<file path="config.mk">
export PLATFORM = sky130hd
export DESIGN_NAME = target_eat_detect
export DESIGN_NICKNAME = d
export VERILOG_FILES = /design/src/rtl/target_eat_detect.sv
export SDC_FILE = /design/constraint.sdc
export NUM_CORES = 1
export LEC_CHECK = 0
export CAP_MARGIN = 20
export CORE_MARGIN = 2
export CORE_UTILIZATION = 44
export DETAILED_ROUTE_END_ITERATION = 10
export GPL_TIMING_DRIVEN = 0
export PLACE_DENSITY = 0.75
export SLEW_MARGIN = 20
export SYNTH_ARGS = -nofsm -noshare
export SYNTH_HDL_FRONTEND = slang
export SYNTH_SLANG_ARGS = --single-unit
</file>
<file path="constraint.sdc">
create_clock -name CLK -period 2 [get_ports CLK]
set_clock_uncertainty 0.1 [all_clocks]
set_input_delay 0.5 -clock CLK [delete_from_list [all_inputs] [get_ports CLK]]
set_output_delay 0.5 -clock CLK [all_outputs]
set_load 0.01 [all_outputs]
</file>
<file path="src/rtl/target_eat_detect.sv">
// Target placement and eat detection for the snake game: validates random
// addresses from the generator, arms a target, and scores when the head lands on it.
module target_eat_detect #(
    parameter int unsigned MAX_X         = 160,
    parameter int unsigned MAX_Y         = 120,
    parameter int unsigned SETTLE_CYCLES = 2,
    parameter int unsigned WIN_SCORE     = 10
) (
    input  logic        CLK,
    input  logic        RESET,
    input  logic [14:0] RND_ADDR,
    input  logic [7:0]  HEAD_X,
    input  logic [6:0]  HEAD_Y,
    input  logic        HEAD_STEP,
    output logic        TARGET_ATE,
    output logic [7:0]  TARGET_X,
    output logic [6:0]  TARGET_Y,
    output logic        TARGET_VALID,
    output logic [7:0]  SCORE,
    output logic        GAME_WIN
);

    localparam logic [3:0] CNT_LOAD = 4'(SETTLE_CYCLES - 1);

    typedef enum logic [1:0] {
        SETTLE = 2'd0,
        CHECK  = 2'd1,
        ARMED  = 2'd2,
        EAT    = 2'd3
    } state_t;

    state_t      state;
    logic [3:0]  settle_cnt;
    logic [14:0] cand;
    logic        reject_c;
    logic        head_hit_c;

    // Candidate is unusable if off-field or under the live head position.
    always_comb begin
        reject_c = (32'(cand[14:7]) >= MAX_X) ||
                   (32'(cand[6:0])  >= MAX_Y) ||
                   (cand == {HEAD_X, HEAD_Y});
    end

    always_comb begin
        head_hit_c = HEAD_STEP && (HEAD_X == TARGET_X) && (HEAD_Y == TARGET_Y);
    end

    always_ff @(posedge CLK) begin
        if (RESET) begin
            state        <= SETTLE;
            settle_cnt   <= CNT_LOAD;
            cand         <= 15'd0;
            TARGET_ATE   <= 1'b0;
            TARGET_X     <= 8'd0;
            TARGET_Y     <= 7'd0;
            TARGET_VALID <= 1'b0;
            SCORE        <= 8'd0;
            GAME_WIN     <= 1'b0;
        end else begin
            TARGET_ATE <= 1'b0;
            if (32'(SCORE) >= WIN_SCORE) begin
                GAME_WIN <= 1'b1;
            end

            case (state)
                SETTLE: begin
                    if (settle_cnt == 4'd0) begin
                        cand  <= RND_ADDR;
                        state <= CHECK;
                    end else begin
                        settle_cnt <= settle_cnt - 4'd1;
                    end
                end
                CHECK: begin
                    if (reject_c) begin
                        TARGET_ATE <= 1'b1;
                        settle_cnt <= CNT_LOAD;
                        state      <= SETTLE;
                    end else begin
                        TARGET_X     <= cand[14:7];
                        TARGET_Y     <= cand[6:0];
                        TARGET_VALID <= 1'b1;
                        state        <= ARMED;
                    end
                end
                ARMED: begin
                    // Eat effects become visible during the single EAT cycle.
                    if (head_hit_c) begin
                        TARGET_VALID <= 1'b0;
                        TARGET_ATE   <= 1'b1;
                        if (SCORE != 8'hFF) begin
                            SCORE <= SCORE + 8'd1;
                        end
                        state <= EAT;
                    end
                end
                EAT: begin
                    settle_cnt <= CNT_LOAD;
                    state      <= SETTLE;
                end
                default: begin
                    settle_cnt <= CNT_LOAD;
                    state      <= SETTLE;
                end
            endcase
        end
    end

endmodule

</file>
==> out/qor.csv <==
metric;value;unit
sequential fraction of the synthesis area;0.393;
total gr overflow;0;
Relative slew margins;0.720;
combinational share of power;0.369;
Static Leak;1.33;nW
Max Cap Viol;0;
RSZ-0062 raised after global routing;yes;
register area;976;µm²
die area;6050;µm²
clock latency on the worst-skew pair;0.31;ns
slowest stage delay, CP;0.66;ns
Worst setup SP type;flop;
worst-path cell chain;xnor2_2 -> nand4_1 -> or4_4 -> a21oi_2 -> mux2_4;
pin count of the biggest net entering global routing;16;
Initial Utilization;0.463;
most common cell in the netlist;dfxtp_1;
post-synthesis mux area share;0.0188;
Top FF cell, synth;dfxtp_1;
CTS tree;built;
# port buffers;58;
Worst Reg2Reg Path Length in Cells;5;
top cells by count, synth;dfxtp_1 (47), nand2_1 (39), a21oi_1 (36);
largest area contributor in the netlist;dfxtp_1;
Routed WL;7930;µm
Max Freq;468;MHz
Vias;2541;
Final Cycle Share;1.07;
footprint of the multi-input gates;1670;µm²
Pins Over Slew Limit;0;
switch share;0.370;
Post-synth EDFFs;0;
status;complete, but fails checks;
gr usage total;0.251;
net switching power;0.00126;W
Post-Synth XOR/XNOR Area;0.110;
Worst VDD drop;0.481;mV
Synth Instances;294;
Ant. Diodes;0;
post-synthesis average cell area;8.14;µm²
Arr. time, crit path;2.24;ns
first drt pass iteration count;5;
Post-Synth Simple-Gate Area;0.214;
Sequential Power Share;0.380;
routed len/inst;17.8;µm
Slowest-stage cell, CP;or4_4;
Int Pwr;0.00214;W
area grow syn2layout;51.2;%
crit end category;flop;
worst hold-check path type;reg2reg;
initial antenna violation count;0;
Net Count, Synth;335;
Max FO, Critical Path;5;
post-synth cell types;39;
Post-Synth Adder-Cell Area;0.0418;
leading post-synthesis cells by cell area;dfxtp_1 (39%), a21oi_1 (7.5%), nand2_1 (6.1%), xnor2_1 (5.5%), xor2_1 (5.5%);
failing checks;setup timing;
Synth top area share;0.393;
Die Ht;77.8;µm
netlist area before placement;2390;µm²
clk slew on worst S/H paths;0.10;ns
proportion of layout cells with a drive suffix above 1;0.323;
Fill cells;363;
vias in the first global route;2524;
Fin Hold WS;0.402;ns
WP data required;2.11;ns
Root Buffer;clkbuf_8;
final hold violation count;0;
Yosys reg bits;47;
Die Wd;77.8;µm
Routed Antenna Nets;0;
core area;5170;µm²
dpl hpwl;4920;µm
DRC;0;
WHS Path Cells;2;
main combinational cell family by area after synthesis;simple AND/OR/NAND/NOR gates;
first-pass GRT wire length;12100;µm
total power;0.00340;W
PnR worst setup slack;-0.136;ns
Least-Margin Pin Slew;0.420;ns
clock power share;0.250;
Top Ports;59;
Synth Area in Compound Gates;0.183;
Max clock buf depth;2;
Clock Sinks;47;
crit path kind;reg2reg;
drt via density;5.71;
post-synthesis async set-or-reset flop share;0;
synth warn;0;
Tmin final;2.14;ns
DRT iter0 DRCs;187;
final setup vio count;7;
Final nets;415;
TritonCTS Buffers;5;
row cnt;26;
routability cong.;0.871;
H-tree Lvls;2;
PD cells;939;nW/µm²
critical path: cells and delay by family, from the launching register on:
family / cells / cell delay, ns
DFF: 1 / 0.35
and+or+nand+nor: 2 / 0.86
AOI/OAI and AO/OA: 1 / 0.23
xor gates and xnor gates: 1 / 0.17
muxes: 1 / 0.32
state kept, by name (all words and copies together), names as in the netlist, named ones only:
name          count
TARGET_VALID      1
TARGET_X          8
TARGET_ATE        1
GAME_WIN          1
state             1
settle_cnt        4
SCORE             8
TARGET_Y          7
cand             15
power by group through the flow:
stage	combinational [W]	clock (W)	sequential, W
final	0.00126	0.000851	0.00129
after floorplan	0.000720	0	0.00124
after global routing	0.00137	0.000881	0.00131
after detailed placement	0.00105	0	0.00128
after CTS	0.00112	0.000842	0.00126
after global placement	0.00103	0	0.00127
cell usage in the layout, fill, tap and decap left out, drive strengths merged, types with 2 or more instances in the layout:
master / n
clkbuf: 13
nand2: 39
buf: 36
nand2b: 2
inv: 8
and3: 2
ha: 8
nor2: 9
dfxtp: 47
a31oi: 3
and2: 2
bufinv: 2
xnor2: 15
nor4: 4
or3: 3
o21a: 2
or4: 5
nand3: 19
a211oi: 2
xor2: 15
nor3: 6
clkinvlp: 2
a21oi: 36
clkdlybuf4s50: 42
nand4: 9
mux2: 4
o21ai: 21
o31ai: 6
kinds of logic after synthesis:
logic type	Yosys count
fa+ha+maj	8
mux	4
compound gates	76
flops	47
xor+xnor	30
simple gates	104
buf+inv	25
layout make-up:
| cell class | count | share of cell area |
|---|---|---|
| multi-input combinational | 223 | 0.461 |
| sequential | 47 | 0.270 |
| timing repair buffer | 77 | 0.181 |
| tap | 70 | 0.0242 |
| clock buffer | 5 | 0.0190 |
| clock inverter | 3 | 0.0187 |
| buffer | 11 | 0.0159 |
| inverter | 9 | 0.0104 |
through the flow:
stage / setup TNS, ns / instances / setup slack [ns] / cell area [µm²] / utilization
detailed placement: -30.39 / 422 / -0.897 / 3130 / 0.605
floorplan: -0.366 / 294 / -0.0876 / 2460 / -
global placement: -29.77 / 422 / -0.902 / 3130 / 0.605
finish: -0.654 / 445 / -0.136 / 3620 / 0.700
global route: -1.46 / 445 / -0.185 / 3620 / 0.700
CTS: -0.0522 / 441 / -0.0522 / 3390 / 0.655
per-layer routing:
metal,part of all wire,vias up,global-route usage
li1,-,1212,-
met1,0.40,1199,0.302
met2,0.51,108,0.423
met3,0.062,22,0.0570
met4,0.029,0,0.118
met5,0,-,0
worst paths after layout:
kind	startpoint	endpoint	slack [ns]
max	TARGET_X[2]$_SDFFE_PP0P_	flop	-0.14
min reg2reg	cand[9]$_SDFFE_PP0P_	cand[9]$_SDFFE_PP0P_	0.40
min	cand[9]$_SDFFE_PP0P_	cand[9]$_SDFFE_PP0P_	0.40
max reg2reg	TARGET_X[2]$_SDFFE_PP0P_	flop	-0.14
what timing repair did:
item / in CTS / in global routing
pin swaps: 22 / 18
endpoints found under the setup margin: 43 / 44
gates resized for setup: 91 / 53
cloned: 1 / 0
hold buffers: 0 / 0
buffers inserted: 15 / 6
No activity file was read; power rests on OpenSTA's default activity.
